--- src/rtl/fixed_point_sign_restore.sv ---
// fixed_point_sign_restore
// Restores the sign stripped by an upstream absolute-value stage. Signs are
// queued in an in-order FIFO as operands are made unsigned; each returning
// magnitude pops the oldest sign and leaves as a registered two's-complement
// value one cycle later.
//
// Optional build macro: FIXED_POINT_SIGN_RESTORE_SAT_EN
//   defined   - magnitudes with the MSB set are clamped to the largest positive
//               value before the sign is applied (0x80 -> 0x7F / 0x81).
//   undefined - magnitudes are used raw and wrap (0x80 -> 0x80 for either sign).
module fixed_point_sign_restore #(
    parameter int WIDTH     = 8,
    parameter int FRAC_BITS = 3,
    parameter int DEPTH     = 4
) (
    input  logic                       CLK,
    input  logic                       RSTN,
    input  logic                       SIGN_IN,
    input  logic                       SIGN_VALID_IN,
    input  logic [WIDTH-1:0]           MAG_IN,
    input  logic                       MAG_VALID_IN,
    output logic signed [WIDTH-1:0]    VALUE_OUT,
    output logic                       VALID_OUT,
    output logic                       FULL,
    output logic                       EMPTY,
    output logic [$clog2(DEPTH):0]     COUNT,
    output logic                       OVERFLOW,
    output logic                       UNDERFLOW
);

    localparam int PTR_W = $clog2(DEPTH);
    localparam int CNT_W = PTR_W + 1;
    localparam logic [CNT_W-1:0] CNT_FULL = CNT_W'(DEPTH);

    // Negation is format-preserving, so FRAC_BITS only has to describe a
    // legal format; it never enters the arithmetic.
    if (WIDTH < 2 || FRAC_BITS < 0 || FRAC_BITS > WIDTH ||
        DEPTH < 2 || (DEPTH & (DEPTH - 1)) != 0) begin : g_param_check
        $error("fixed_point_sign_restore: illegal WIDTH/FRAC_BITS/DEPTH");
    end

    // Clamp out-of-range magnitudes (MSB set) when saturation is built in.
    function automatic logic [WIDTH-1:0] sat_mag(input logic [WIDTH-1:0] mag);
`ifdef FIXED_POINT_SIGN_RESTORE_SAT_EN
        if (mag[WIDTH-1]) begin
            return {1'b0, {(WIDTH-1){1'b1}}};
        end
        return mag;
`else
        return mag;
`endif
    endfunction

    // Two's-complement negate when the stored sign is negative; 0 stays 0.
    function automatic logic signed [WIDTH-1:0] apply_sign(input logic neg,
                                                           input logic [WIDTH-1:0] mag);
        logic signed [WIDTH-1:0] mag_s;
        mag_s = $signed(mag);
        return neg ? -mag_s : mag_s;
    endfunction

    logic [DEPTH-1:0]        sign_mem_p0;
    logic [PTR_W-1:0]        wr_ptr;
    logic [PTR_W-1:0]        rd_ptr;
    logic [CNT_W-1:0]        count;
    logic                    ovf_flag;
    logic                    unf_flag;
    logic signed [WIDTH-1:0] value_p1;
    logic                    vld_p1;

    logic                    fifo_full;
    logic                    fifo_empty;
    logic                    do_pop;
    logic                    do_push;
    logic                    push_drop;
    logic                    pop_fail;
    logic                    sign_rd;
    logic signed [WIDTH-1:0] result_p0;

    assign fifo_full  = (count == CNT_FULL);
    assign fifo_empty = (count == '0);

    // A pop frees a slot in the same cycle, so a full FIFO still accepts a push
    // alongside a pop. No bypass: an empty FIFO never pops, even with a push.
    assign do_pop    = MAG_VALID_IN && !fifo_empty;
    assign do_push   = SIGN_VALID_IN && (!fifo_full || do_pop);
    assign push_drop = SIGN_VALID_IN && fifo_full && !do_pop;
    assign pop_fail  = MAG_VALID_IN && fifo_empty;

    // Stage p0: read the oldest sign before any same-cycle write lands.
    assign sign_rd   = sign_mem_p0[rd_ptr];
    assign result_p0 = apply_sign(sign_rd, sat_mag(MAG_IN));

    // Sign storage is pure data; pointers and count define what is valid.
    always_ff @(posedge CLK) begin
        if (do_push) begin
            sign_mem_p0[wr_ptr] <= SIGN_IN;
        end
    end

    // FIFO pointers, occupancy and sticky error flags.
    always_ff @(posedge CLK or negedge RSTN) begin
        if (!RSTN) begin
            wr_ptr   <= '0;
            rd_ptr   <= '0;
            count    <= '0;
            ovf_flag <= 1'b0;
            unf_flag <= 1'b0;
        end else begin
            if (do_push) begin
                wr_ptr <= wr_ptr + 1'b1;
            end
            if (do_pop) begin
                rd_ptr <= rd_ptr + 1'b1;
            end
            count <= count + CNT_W'(do_push) - CNT_W'(do_pop);
            if (push_drop) begin
                ovf_flag <= 1'b1;
            end
            if (pop_fail) begin
                unf_flag <= 1'b1;
            end
        end
    end

    // Stage p1: registered result and its strobe; the value holds between pops.
    always_ff @(posedge CLK or negedge RSTN) begin
        if (!RSTN) begin
            value_p1 <= '0;
            vld_p1   <= 1'b0;
        end else begin
            vld_p1 <= do_pop;
            if (do_pop) begin
                value_p1 <= result_p0;
            end
        end
    end

    assign VALUE_OUT = value_p1;
    assign VALID_OUT = vld_p1;
    assign FULL      = fifo_full;
    assign EMPTY     = fifo_empty;
    assign COUNT     = count;
    assign OVERFLOW  = ovf_flag;
    assign UNDERFLOW = unf_flag;

endmodule

--- config.mk ---
export PLATFORM = sky130hd
export DESIGN_NAME = fixed_point_sign_restore
export DESIGN_NICKNAME = d
export VERILOG_FILES = /design/src/rtl/fixed_point_sign_restore.sv
export SDC_FILE = /design/constraint.sdc
export NUM_CORES = 1
export LEC_CHECK = 0
export BUFFER_PORTS_ARGS = -buffer_cell sky130_fd_sc_hd__buf_2
export CAP_MARGIN = 20
export CORE_MARGIN = 1
export CORE_UTILIZATION = 45
export DETAILED_ROUTE_END_ITERATION = 12
export PLACE_DENSITY = 0.73
export SLEW_MARGIN = 20
export SYNTH_ARGS = -nofsm -noshare
export SYNTH_HDL_FRONTEND = slang
export SYNTH_SLANG_ARGS = --single-unit
--- constraint.sdc ---
create_clock -name CLK -period 2.1 [get_ports CLK]
set_input_delay 0 -clock CLK [delete_from_list [all_inputs] [get_ports CLK]]
set_output_delay 0 -clock CLK [all_outputs]
set_load 0.02 [all_outputs]
==> out/metrics.yaml <==
finish:
  layout.nets: 161
  antenna_cells: 0
  n_fill_cell: 188
  syn_to_final_growth_pct: 38.69
  final_cells: 167
  layout-drive-gt1-share: 0.4029
global_routing:
  grt_max_degree: 19
  overflow: 0
  grt_pass1_wl_microns: 3194
  track_usage: 0.1728
  antenna_found_initial: 0
  grtUsageMet3: 0.03571
  met1_usage: 0.2032
  busiest_layer: "met2"
  grt_pass1_vias: 750
  grtUsageMet2: 0.3000
floorplanning:
  die_h_microns: 50.84
  die_w_microns: 50.84
  initial_utilization: 0.4807
  io_pins: 29
  floorplan.rows: 17
  core_sq_um: 2233
  die-area_sq_um: 2585
timing:
  maxSlewHeadroom: 0.7361
  hold_viol: 0
  clock.fmax_mhz: 499.0
  post-route-period-util: 0.9542
  tns_ps: 0
  worstMarginPinSlew_ps: 392.3
  maxSlewViolCount: 0
  post-route-min-period_ps: 2004
  fin_skew_ps: 1.625
  setup_viol: 0
  rsz0062_at_grt: "no"
worst_setup_path:
  start_kind: "register"
  arrival_ps: 2210
  crit_fanout: 3
  crit_type: "reg -> reg"
  cp_slowest_cell: "dfrtp_2"
  slowest_delay_ps: 470
  path_cells: "nor3_4 -> nand2b_4 -> inv_4 -> ha_4 -> inv_2 -> ha_4 -> inv_2 -> fa_2 -> xnor2_2 -> xnor2_1"
  critPathCaptureType: "register"
  worstPathRequired_ps: 2300
  crit_family: "adder cells"
  cp_num_buf_inv: 3
placement:
  dpl.cell_count: 152
  hpwl_microns: 1447
  gp_congestion: 0.7676
  port_buffers: 28
logic_synthesis:
  synth.distinct_cells: 26
  seq_area_frac_synth: 0.5315
  yosys.area_share.simple: 0.1061
  synthAdderAreaFrac: 0.1002
  yosysTopAreaCell: "dfrtp_1"
  syn_avg_cell_area_sq_um: 11.30
  yosys-top-cells-area: "dfrtp_1 42%, edfxtp_1 11%, ha_1 8.2%"
  synth_compound_area_frac: 0.1049
  synthMuxAreaShare: 0.02098
  synth_top_family_by_area: "simple AND/OR/NAND/NOR gates"
  synth_top_cells_by_count: "18 x dfrtp_1, 10 x inv_1, 10 x nand2_1, 10 x o21ai_1, 9 x xnor2_1"
  yosysWarnings: 0
  netlist_area_sq_um: 1074
  ys_seq_elements: 22
  synth_fp_nets: 116
  synth_top_area_share: 0.4196
  synthArstFlopShare: 0.8182
  synth-xor-area-share: 0.08974
  synth_edf_count: 4
  synth.most_common_cell: "dfrtp_1"
  syn_inst: 95
  ys.flop_type: "dfrtp_1"
power:
  ir_worst_vdd_uv: 1191
  powerDensity_nw_per_um2: 1444
  p_leak_nw: 0.6893
cts:
  cts-root-buf: "clkbuf_4"
  cts_tree: "yes"
  cts_buffers: 3
  insertion_delay_ps: 300
  clk_pin_slew_worst_paths_ps: 120
  clock_tree.buffer_depth: 2
  cts_max_level: 1
  clock-sinks: 22
route:
  wl_per_cell_microns: 11.80
  first_pass_iters: 4
  antenna_left: 0
  drcViolationCount: 0
  routed_wirelength_microns: 1970
  vias: 808
  drt_iter0_drc: 5
  viasPerCell: 4.838
hold_path:
  min_path_type: "in -> reg"
job:
  maxCapViolations: 0
status:
  status: "completed"
-- kinds of logic (layout without fill, tap and decap cells) --
group,Yosys count,in the layout
compound gates,18,18
xor+xnor,11,11
flops,22,22
simple gates,23,23
mux,1,1
buf+inv,12,56
fa+ha+maj,8,8
-- stage by stage --
stage          utilization  cell area, sq um  worst slack [ps]  power, mW  hold slack, ps
2_1_floorplan            -              1155            -189.6      1.523          -295.6
3_3_place_gp        0.5972              1334             88.03      1.772          -52.76
5_1_grt             0.6667              1489             1.771      2.317           21.07
6_report            0.6667              1489             96.11      2.149           10.67
4_1_cts             0.6566              1466             9.670      2.137           1.138
3_5_place_dp        0.5972              1334             37.29      1.806          -51.78
-- what timing repair did --
action | in CTS | in global routing
hold buffers | 8 | 0
resized for setup | 0 | 1
hold endpoints to repair | 29 | 0
endpoints found under the setup margin | 0 | 1
buffers inserted | 0 | 3
-- registers in the layout, indices dropped and copies added (netlist names) --
name         cells
COUNT            3
OVERFLOW         1
UNDERFLOW        1
VALID_OUT        1
VALUE_OUT        8
rd_ptr           2
sign_mem_p0      4
wr_ptr           2
-- area by class of cell --
| type | instances | area [sq um] | share of cell area |
|---|---|---|---|
| Tap cell | 28 | 35.03 | 0.02353 |
| Inverter | 10 | 40.04 | 0.02689 |
| Clock inverter | 1 | 30.03 | 0.02017 |
| Sequential cell | 22 | 574.3 | 0.3857 |
| Clock buffer | 3 | 22.52 | 0.01513 |
| Multi-Input combinational cell | 61 | 521.8 | 0.3504 |
| Timing Repair Buffer | 42 | 265.3 | 0.1782 |
-- routing by layer --
metal / up-vias / part of all wire
met1: 382 / 0.43
met2: 21 / 0.52
met5: - / 0
met4: 0 / 0.015
met3: 4 / 0.037
li1: 401 / -
-- power breakdown --
group          switching [mW]  total [mW]  internal [mW]
registers               0.141       0.767          0.626
logic                   0.559        1.06          0.504
clock network           0.126       0.319          0.193
-- worst register-to-register path, cell delays in order (launching register included) --
cell	delay [ps]
dfrtp_2	470
nor3_4	210
nand2b_4	170
inv_4	40
ha_4	200
inv_2	60
ha_4	120
inv_2	30
fa_2	340
xnor2_2	150
xnor2_1	120
-- cell usage in the layout, fill, tap and decap left out, types with 4 or more instances in the layout --
cell,Yosys,layout
and2_1,4,4
nand2_1,10,10
edfxtp_1,4,4
buf_2,1,28
xnor2_1,9,8
ha_1,7,5
inv_1,10,6
dfrtp_1,18,15
dlygate4sd3_1,0,8
buf_4,1,6
o21ai_1,10,10
-- worst paths after layout --
kind,start,endpoint,slack [ps],cells past startpoint
setup / recovery,COUNT[1],COUNT[2],100,10
hold / removal,MAG_IN[5],VALUE_OUT[5],10,3
setup reg to reg,COUNT[1],COUNT[2],100,10
hold reg to reg,UNDERFLOW,UNDERFLOW,470,1
max in group asynchronous,RSTN,COUNT[0],1660,2
min in group asynchronous,RSTN,VALUE_OUT[4],140,2
Power figures use the tool's default switching activity.
